## src/rtl/shift_seq_pkg.sv

```systemverilog
// Shared types and defaults for the shift sequencer.
package shift_seq_pkg;

   localparam int unsigned DEFAULT_WIDTH = 8;

   typedef enum logic [1:0] {
      IDLE  = 2'd0,
      SHIFT = 2'd1,
      DONE  = 2'd2
   } state_t;

endpackage

```

## src/rtl/shift_sequencer_core.sv

```systemverilog
// WIDTH-bit shift register with parallel load, serial in at LSB and MSB out.
module shift_reg_core #(
   parameter int unsigned WIDTH = 8
) (
   input  logic             clk,
   input  logic             rst_n,
   input  logic             i_load,
   input  logic [WIDTH-1:0] i_data,
   input  logic             i_shift,
   input  logic             i_si,
   output logic             o_msb,
   output logic [WIDTH-1:0] o_q
);

   logic [WIDTH-1:0] r_q;

   // Parallel load wins over shift; serial data enters at the LSB.
   always_ff @(posedge clk or negedge rst_n) begin
      if (!rst_n) begin
         r_q <= '0;
      end else if (i_load) begin
         r_q <= i_data;
      end else if (i_shift) begin
         r_q <= {r_q[WIDTH-2:0], i_si};
      end
   end

   assign o_msb = r_q[WIDTH-1];
   assign o_q   = r_q;

endmodule

```

## src/rtl/shift_sequencer.sv

```systemverilog
// Parallel-in/serial-out transmitter with simultaneous serial-in/parallel-out capture.
module shift_sequencer
   import shift_seq_pkg::*;
#(
   parameter int unsigned WIDTH = DEFAULT_WIDTH
) (
   input  logic             clk,
   input  logic             rst,
   input  logic [WIDTH-1:0] pi,
   input  logic             pi_valid,
   output logic             pi_ready,
   input  logic             si,
   input  logic             hold,
   output logic             so,
   output logic             so_valid,
   output logic [WIDTH-1:0] po,
   output logic             po_valid,
   output logic             busy
);

   localparam int unsigned CNT_W = $clog2(WIDTH);

   state_t           r_state;
   state_t           w_next;
   logic [CNT_W-1:0] r_cnt;
   logic [WIDTH-1:0] r_po;
   logic [WIDTH-1:0] w_q;
   logic             w_msb;
   logic             w_accept;
   logic             w_shift;
   logic             w_last;

   shift_reg_core #(.WIDTH(WIDTH)) u_core (
      .clk     (clk),
      .rst_n   (rst),
      .i_load  (w_accept),
      .i_data  (pi),
      .i_shift (w_shift),
      .i_si    (si),
      .o_msb   (w_msb),
      .o_q     (w_q)
   );

   always_ff @(posedge clk or negedge rst) begin
      if (!rst) r_state <= IDLE;
      else      r_state <= w_next;
   end

   // Next state and handshake/serial outputs; hold only matters in SHIFT.
   always_comb begin
      w_next   = r_state;
      pi_ready = 1'b0;
      so       = 1'b0;
      so_valid = 1'b0;
      po_valid = 1'b0;
      busy     = 1'b0;
      w_accept = 1'b0;
      w_shift  = 1'b0;
      w_last   = 1'b0;
      case (r_state)
         IDLE: begin
            pi_ready = 1'b1;
            w_accept = pi_valid;
            if (pi_valid) w_next = SHIFT;
         end
         SHIFT: begin
            busy = 1'b1;
            if (!hold) begin
               so       = w_msb;
               so_valid = 1'b1;
               w_shift  = 1'b1;
               if (r_cnt == CNT_W'(WIDTH - 1)) begin
                  w_last = 1'b1;
                  w_next = DONE;
               end
            end
         end
         DONE: begin
            pi_ready = 1'b1;
            busy     = 1'b1;
            po_valid = 1'b1;
            w_accept = pi_valid;
            w_next   = pi_valid ? SHIFT : IDLE;
         end
         default: w_next = IDLE;
      endcase
   end

   // Bit counter saturates at WIDTH-1 on the final shift; cleared on accept.
   always_ff @(posedge clk or negedge rst) begin
      if (!rst) begin
         r_cnt <= '0;
      end else if (w_accept) begin
         r_cnt <= '0;
      end else if (w_shift && !w_last) begin
         r_cnt <= r_cnt + CNT_W'(1);
      end
   end

   // Capture the completed word on the edge into DONE so po is valid with po_valid.
   always_ff @(posedge clk or negedge rst) begin
      if (!rst) begin
         r_po <= '0;
      end else if (w_last) begin
         r_po <= {w_q[WIDTH-2:0], si};
      end
   end

   assign po = r_po;

endmodule

```

## config.mk

```make
export PLATFORM = sky130hd
export DESIGN_NAME = shift_sequencer
export DESIGN_NICKNAME = d
export VERILOG_FILES = /design/src/rtl/shift_seq_pkg.sv /design/src/rtl/shift_sequencer_core.sv /design/src/rtl/shift_sequencer.sv
export SDC_FILE = /design/constraint.sdc
export NUM_CORES = 1
export LEC_CHECK = 0
export ABC_AREA = 0
export CELL_PAD_IN_SITES_DETAIL_PLACEMENT = 1
export CELL_PAD_IN_SITES_GLOBAL_PLACEMENT = 1
export CORE_ASPECT_RATIO = 1.5
export CORE_MARGIN = 2
export CORE_UTILIZATION = 41
export CTS_BUF_LIST = sky130_fd_sc_hd__clkbuf_4
export DETAILED_ROUTE_END_ITERATION = 6
export GPL_ROUTABILITY_DRIVEN = 0
export PLACE_DENSITY_LB_ADDON = 0.1
export SYNTH_ARGS = -nofsm -noshare
export SYNTH_HDL_FRONTEND = slang
export SYNTH_SLANG_ARGS = --single-unit
```

## constraint.sdc

```tcl
create_clock -name clk -period 2.37 [get_ports clk]
set_clock_uncertainty 0.1 [all_clocks]
set_input_delay 0.474 -clock clk [delete_from_list [all_inputs] [get_ports clk]]
set_output_delay 0.474 -clock clk [all_outputs]
set_load 0.005 [all_outputs]
```

==> impl_metrics.tcl, run 1 <==
set metrics [dict create \
    outcome "completed" \
    nets 152 \
    power_leakage_nw 0.6690 \
    holdWs_ns 0.3811 \
    cts_buffers 3 \
    power.total_mw 1.151 \
    hpwl_mm 1.747 \
    startpoint "r_state[1]" \
    grt_pass1_vias 852 \
    crit_arrival_ns 1.75 \
    first_pass_iters 2 \
    wl_met3_um 96 \
    setup_viol 0 \
    vias_per_cell 5.295 \
    die_y_um 65.01 \
    wl_met2_mm 1.340 \
    ant_nets 0 \
    synth_edf_count 0 \
    coreArea_sq_um 2395 \
    fin_crit_sh_pct 97.96 \
    synth_nets 117 \
    power_density_nw_per_um2 831.4 \
    synth_seq_area_share_pct 51.66 \
    synth_flop_cell "dfrtp_1" \
    synth_common_cells "dfrtp_1, nand2_1, nor2_1" \
    antenna_cells 0 \
    clk_latency_ns 0.32 \
    netlist.area_leader.share_pct 51.66 \
    maxCapViolCount 0 \
    finalHoldViolCount 0 \
    worstReg2RegStart "r_state[0]" \
    synth_cell_types 24 \
    path_cells "buf_4 > ha_2 > or2_1 > clkdlybuf4s50_1" \
    layout_setup_ws_ns 0.04828 \
    synth_largest_area_cell "dfrtp_1" \
    die_x_um 44.67 \
    ys_async_sr_fraction_pct 100.0 \
    drive_gt1_share_pct 21.97 \
    grt_usage_pct 19.35 \
    cts_hold_buffers 0 \
    cts_max_level 1 \
    wl_met1_um 918 \
    wl_per_cell_um 15.38 \
    cts_num_sinks 21 \
    cp-end-kind "output port" \
    p_seq_share_pct 45.7 \
    switching_share_pct 35.93 \
    reg2reg_depth 7 \
    cp-start-kind "flip-flop" \
    vias 826 \
    drcViolationCount 0 \
    synthCells 98 \
    initial_core_util_pct 42.48 \
    dr.first_iter.drc_count 7 \
    final_area_sq_um 1384 \
    row_count 22 \
    gr-total-overflow 0 \
    finalCriticalPeriod_ns 2.322 \
    io_pins 26 \
    synth_area_leaders "dfrtp_1, mux2_2, nand2_1" \
    r2r_end "po[0]" \
    drv_slew 0 \
    rsz0062_at_grt "no" \
    critPathSlowestCell "dfrtp_1" \
    power_report.internal_total_mw 0.7371 \
    max_stage_delay_ns 0.44 \
    netlist_area_sq_um 1017 \
    dpl_cell_area_sq_um 1300 \
    timing.fmax_mhz 430.7 \
    clockPowerShare_pct 15.7 \
    cp.required_ns 1.80 \
    slew_headroom_pct 58.37 \
    syn_to_final_growth_pct 36.04 \
    r2r_slack_ns 0.56 \
    critPathMaxFanout 4 \
    antenna_found_initial 0 \
    hold_class "in2async" \
    grt_max_degree 22 \
    grt_pass1_wl_mm 4.002 \
    cts_tree "built" \
    synth-warning-count 0 \
    cts_root_buf "clkbuf_4" \
    finalCoreUtilization_pct 57.78 \
    routed.top_layer "met4" \
    p_switching_mw 0.4134 \
    routed_wl_mm 2.399 \
    clk_path_buf_depth 2 \
    syn-mean-instance-area_sq_um 10.38 \
    path_clk_slew_ns 0.13 \
    tightest_slew_ns 0.6243 \
    vdd_drop_max_mv 0.4369 \
    pre_cts_slack_ns -0.004961 \
    fillers 272 \
    power_frac_comb_pct 38.6 \
    portBuffers 25 \
    fp.dieArea_sq_um 2904 \
    critical_path_class "reg2out" \
    ys_ff_latch 21 \
]
[logic make-up after synthesis]
family,after synthesis,share of synthesized area [%]
xor gates and xnor gates,1,0.8612
DFF,21,51.66
muxes,8,8.856
adders and majority gates,6,7.380
and+or+nand+nor,40,18.33
AOI/OAI and AO/OA,16,9.840
buffers and inverters,6,3.074
[power by group through the flow]
stage | logic, mW | clock network, mW | registers, mW
after detailed placement | 0.415 | 0 | 0.538
after global placement | 0.392 | 0 | 0.531
after floorplan | 0.270 | 0 | 0.512
after global routing | 0.497 | 0.198 | 0.541
after CTS | 0.426 | 0.185 | 0.537
final | 0.444 | 0.180 | 0.526
[flip-flops by register name, summed over array words and instances (netlist names)]
name / count
r_cnt: 3
u_core.o_q: 8
r_state: 2
po: 8
[worst max path at each step]
stage	end	slack (ns)
floorplan	so	0.69
finish	pi_ready	0.05
CTS	so	-0.007
global route	pi_ready	0.002
global placement	so	0.02
detailed placement	so	-0.005
[final cells by class]
type                            count  area [sq um]  area share (%)
Sequential cell                    21         526.8           38.07
Multi-Input combinational cell     71         475.5           34.36
Timing Repair Buffer               33         312.8           22.60
Tap cell                           24         30.03           2.170
Clock buffer                        3         22.52           1.627
Inverter                            3         11.26          0.8137
Clock inverter                      1         5.005          0.3617
[stage by stage]
step	TNS, ns	std cells
final	0	156
after detailed placement	-0.004961	147
after CTS	-0.007383	151
after floorplan	0	98
after global placement	0	147
after global routing	0	156
[placed cells by master, fill, tap and decap left out, drive strengths merged]
cell type      count
clkdlybuf4s50     24
nand2             22
dfrtp             21
nor2               9
a31oi              8
mux2               8
buf                8
ha                 6
a21oi              3
clkbuf             3
inv                3
o21ai              3
and2               2
nand3              2
nand2b             2
or2                1
nor2b              1
a221o              1
nor3b              1
xnor2              1
o22ai              1
clkinv             1
dlymetal6s2s       1
[per-layer routing]
metal,up-vias,track usage (%)
met4,0,10.23
li1,399,-
met5,-,0
met2,21,34.06
met3,4,3.343
met1,402,20.96
[timing repair]
action | CTS | global route
setup buffers | 0 | 5
gates resized for setup | 4 | 2
cloned | 0 | 0
endpoints found under the setup margin | 2 | 2
[worst max-delay path, delay by kind of cell (launching register included)]
kind	cells	cell delay (ns)
adder cells (fa/ha/maj)	1	0.19
buffers and inverters	2	0.59
AND/OR/NAND/NOR	1	0.22
flip-flops	1	0.44
(Power assumes the default switching activity.)
==> inputs of run 2 (changes only) <==
--- a/config.mk
+++ b/config.mk
@@ -10,11 +10,14 @@
 export CELL_PAD_IN_SITES_GLOBAL_PLACEMENT = 1
 export CORE_ASPECT_RATIO = 1.5
 export CORE_MARGIN = 2
-export CORE_UTILIZATION = 41
+export CORE_UTILIZATION = 43
 export CTS_BUF_LIST = sky130_fd_sc_hd__clkbuf_4
 export DETAILED_ROUTE_END_ITERATION = 6
 export GPL_ROUTABILITY_DRIVEN = 0
+export MAX_ROUTING_LAYER = met4
 export PLACE_DENSITY_LB_ADDON = 0.1
+export SLEW_MARGIN = 5
 export SYNTH_ARGS = -nofsm -noshare
 export SYNTH_HDL_FRONTEND = slang
+export SYNTH_HIERARCHICAL = 1
 export SYNTH_SLANG_ARGS = --single-unit
==> impl_metrics.tcl, run 2 <==
set metrics [dict create \
    die_y_um 64.41 \
    vdd_drop_max_mv 0.4997 \
    gr-total-overflow 0 \
    finalHoldViolCount 0 \
    setup_tns_ns 0 \
    drive_gt1_share_pct 22.61 \
    cts_root_buf "clkbuf_4" \
    power_density_nw_per_um2 807.0 \
    row_count 21 \
    fin_crit_sh_pct 93.76 \
    coreArea_sq_um 2260 \
    cp.required_ns 1.80 \
    fp.dieArea_sq_um 2851 \
    wl_per_cell_um 14.95 \
    maxCapViolCount 0 \
    clk_latency_ns 0.31 \
    r2r_slack_ns 0.60 \
    final_area_sq_um 1393 \
    slew_headroom_pct 63.66 \
    setup_viol 0 \
    dpl.cell_count 131 \
    rsz0062_at_grt "no" \
    grt_usage_pct 18.27 \
    path_clk_slew_ns 0.12 \
    die_x_um 44.27 \
    cts_buffers 3 \
    grt_pass1_vias 797 \
    cp-end-kind "output port" \
    fin_cells 138 \
    antenna_cells 0 \
    cp-start-kind "flip-flop" \
    final_common_cell "clkdlybuf4s50_1" \
    syn_to_final_growth_pct 33.13 \
    dpl_cell_area_sq_um 1325 \
    holdWs_ns 0.3881 \
    synth_nets 101 \
    cts_tree "built" \
    ant_nets 0 \
    fillers 246 \
    drv_slew 0 \
    path_cells "buf_4 > ha_4 > nor2b_4 > clkdlybuf4s50_1" \
    finalCriticalPeriod_ns 2.222 \
    initial_core_util_pct 46.29 \
    dr.first_iter.drc_count 7 \
    hold_class "in2async" \
    portBuffers 25 \
    power_leakage_nw 0.6863 \
    grt_pass1_wl_mm 3.698 \
    nets 135 \
    vias 733 \
    crit_arrival_ns 1.65 \
    clk_path_buf_depth 2 \
    cts_hold_buffers 0 \
    cts_num_sinks 21 \
    cts_max_level 1 \
    critPathSlowestCell "clkdlybuf4s50_1" \
    io_pins 26 \
    antenna_found_initial 0 \
    hpwl_mm 1.549 \
    power.total_mw 1.124 \
    tightest_slew_ns 0.5446 \
    grt_max_degree 22 \
    netlist_area_sq_um 1046 \
    most-common-layout-cells "clkdlybuf4s50_1, dfrtp_1, mux2i_1" \
    critical_path_class "reg2out" \
    synthCells 82 \
    outcome "completed" \
    synth-warning-count 6 \
    drcViolationCount 0 \
    vias_per_cell 5.312 \
    critPathMaxFanout 4 \
    first_pass_iters 3 \
    routed_wl_mm 2.063 \
    timing.fmax_mhz 450.0 \
    max_stage_delay_ns 0.50 \
    syn-mean-instance-area_sq_um 12.76 \
]
run 2: changes by cell type in the layout (fill, tap and decap cells not counted), moves of 2 or more:
| cell | change |
|---|---|
| nand2_1 | -13 |
| mux2i_1 | +10 |
| a31oi_1 | -8 |
| mux2_2 | -8 |
| mux2_4 | +8 |
| o21ai_1 | +8 |
| nor2_1 | -6 |
| a21oi_1 | -2 |
| and2_1 | -2 |
| buf_4 | -2 |
| nand3_1 | -2 |
run 2: final timing paths:
kind | startpoint | to | depth (start not counted)
min in group clk | po[2] | po[2] | 1
min | rst | po[4] | 2
max in group asynchronous | rst | u_core/o_q[1] | 2
max | r_state[0] | so_valid | 4
min reg2reg | po[2] | po[2] | 1
max reg2reg | r_state[0] | po[6] | 6
run 2: timing repair:
item / 4_1_cts / 5_1_grt
resized for setup: 3 / 3
endpoints found under the setup margin: 1 / 2
buffers inserted: 2 / 1
run 2: cell type report:
class | count | area, sq um | share of cell area [%]
clock buffer | 3 | 22.52 | 1.617
clock inverter | 1 | 5.005 | 0.3594
inverter | 3 | 11.26 | 0.8086
multi-input combinational | 56 | 499.2 | 35.85
sequential | 21 | 525.5 | 37.74
tap | 23 | 28.78 | 2.066
timing repair buffer | 31 | 300.3 | 21.56
run 2: report_power, final:
group	switching, mW	leakage (nW)	total [mW]	internal [mW]
Sequential	0.0694	0.277	0.518	0.449
Clock	0.111	0.0177	0.174	0.0631
Combinational	0.192	0.392	0.432	0.241
Total	0.372	0.686	1.12	0.752
run 2: critical path: cells and delay by family (launching register included):
kind | cells | cell delay, ns
buffers and inverters | 2 | 0.64
flip-flops | 1 | 0.41
AND/OR/NAND/NOR | 1 | 0.15
adder cells (fa/ha/maj) | 1 | 0.14
run 2: per-layer routing:
layer  track usage, %  share of wire [%]
met1            20.87                 41
met2            30.70                 52
met3            1.977                3.3
met4            9.091                3.2
met5                -                  0
run 2: metrics by stage:
stage | util (%) | setup WS [ns]
floorplan | - | 0.7635
global placement | 58.64 | 0.1127
detailed placement | 58.64 | 0.07728
CTS | 61.07 | 0.01485
global route | 61.63 | 0.08421
finish | 61.63 | 0.1478
==> inputs of run 3 (changes only) <==
--- a/config.mk
+++ b/config.mk
@@ -6,7 +6,7 @@
 export NUM_CORES = 1
 export LEC_CHECK = 0
 export ABC_AREA = 0
-export CELL_PAD_IN_SITES_DETAIL_PLACEMENT = 1
+export CELL_PAD_IN_SITES_DETAIL_PLACEMENT = 0
 export CELL_PAD_IN_SITES_GLOBAL_PLACEMENT = 1
 export CORE_ASPECT_RATIO = 1.5
 export CORE_MARGIN = 2
==> impl_metrics.tcl, run 3 (same netlist as run 2, synthesis figures left out) <==
set metrics [dict create \
    outcome "completed" \
    portBuffers 25 \
    clk_latency_ns 0.30 \
    die_x_um 44.27 \
    grt_pass1_vias 730 \
    drv_slew 0 \
    finalCriticalPeriod_ns 2.297 \
    antenna_found_initial 0 \
    setup_viol 0 \
    cts_hold_buffers 0 \
    io_pins 26 \
    syn_to_final_growth_pct 32.30 \
    clockPowerShare_pct 15.7 \
    hpwl_mm 1.343 \
    routed_wl_mm 1.845 \
    nets 134 \
    crit_arrival_ns 1.72 \
    path_cells "inv_2 > ha_1 > or2_2 > clkdlybuf4s50_1" \
    drcViolationCount 0 \
    dpl.cell_count 131 \
    seq_area_sq_um 526.8 \
    p_seq_share_pct 48.0 \
    cts_root_buf "clkbuf_4" \
    clk_path_buf_depth 2 \
    cts_max_level 1 \
    slew_headroom_pct 62.77 \
    grt_usage_pct 16.11 \
    path_clk_slew_ns 0.12 \
    grt_pass1_wl_mm 3.312 \
    timing.fmax_mhz 435.4 \
    critical_path_class "reg2out" \
    most-common-layout-cells "clkdlybuf4s50_1, dfrtp_1, mux2i_1" \
    vias 699 \
    max_stage_delay_ns 0.44 \
    dr.first_iter.drc_count 5 \
    setup_tns_ns 0 \
    cp-start-kind "flip-flop" \
    ant_nets 0 \
    finalHoldViolCount 0 \
    coreArea_sq_um 2260 \
    grt_max_degree 22 \
    tightest_slew_ns 0.5579 \
    critPathMaxFanout 3 \
    hold_class "in2async" \
    power_frac_comb_pct 36.3 \
    critPathSlowestCell "clkdlybuf4s50_1" \
    row_count 21 \
    multi_input_area_sq_um 499.2 \
    first_pass_iters 4 \
    fillers 206 \
    switching_share_pct 32.33 \
    maxCapViolCount 0 \
    vias_per_cell 5.102 \
    vdd_drop_max_mv 0.4472 \
    cp-end-kind "output port" \
    cts_buffers 3 \
    power_report.internal_total_mw 0.7373 \
    cp.required_ns 1.80 \
    initial_core_util_pct 46.29 \
    drive_gt1_share_pct 22.81 \
    critical_path_buf_inv_count 2 \
    die_y_um 64.41 \
    wl_per_cell_um 13.47 \
    fin_crit_sh_pct 96.90 \
    power.total_mw 1.090 \
    cts_num_sinks 21 \
    p_switching_mw 0.3523 \
    power_leakage_nw 0.6740 \
    final_common_cell "clkdlybuf4s50_1" \
    fp.dieArea_sq_um 2851 \
    rsz0062_at_grt "no" \
    fin_cells 137 \
    path_delay_family "buffers and inverters" \
    gr-total-overflow 0 \
    power_density_nw_per_um2 787.4 \
    antenna_cells 0 \
    cts_tree "built" \
]
-- run 3: cell count changes in the layout (fill, tap and decap cells not counted), sizes merged --
cell	delta
buf	-1
clkdlybuf4s50	+1
dlymetal6s2s	-1
-- run 3: power by group through the flow --
stage,clock network (mW),registers [mW],logic [mW]
floorplan,0,0.504,0.276
CTS,0.180,0.525,0.396
global placement,0,0.522,0.374
finish,0.171,0.523,0.396
detailed placement,0,0.525,0.386
global route,0.195,0.536,0.452
-- run 3: path summary, 6_finish.rpt --
check,from,to,slack (ns),depth (start not counted)
hold reg to reg,po[6],po[6],0.42,1
hold / removal,rst,u_core/o_q[3],0.40,2
setup / recovery,r_state[0],pi_ready,0.07,4
min in group clk,po[6],po[6],0.42,1
setup reg to reg,r_state[1],po[5],0.56,7
max in group asynchronous,rst,r_state[0],1.55,2
-- run 3: stage by stage --
step                worst slack (ns)  hold WS, ns  cell area [sq um]  util (%)
finish                       0.07347       0.3963               1384     61.24
global route                0.002686       0.4202               1384     61.24
CTS                         0.007095       0.3915               1365     60.41
detailed placement           0.08307       0.3960               1325     58.64
global placement              0.1127       0.3923               1325     58.64
floorplan                     0.7635      0.07841               1046         -
-- run 3: layout make-up --
cell class / instances / area share (%)
inverters: 3 / 0.8137
multi-input cells: 56 / 36.08
clock buffers: 3 / 1.627
flip-flops and latches: 21 / 38.07
repair buffers: 30 / 20.98
clock inverters: 1 / 0.3617
well taps: 23 / 2.080
-- run 3: routing by layer --
metal / GRT usage [%] / vias to the layer above / wire length (um)
li1: - / 347 / -
met1: 20.69 / 334 / 833
met2: 24.82 / 16 / 928
met3: 1.695 / 2 / 62
met4: 7.955 / 0 / 21
met5: - / - / 0
-- run 3: timing repair --
action                                  4_1_cts  5_1_grt
endpoints found under the setup margin        1        2
gates resized for setup                       4        2
endpoints found under the hold margin         0        0
buffers inserted                              0        2
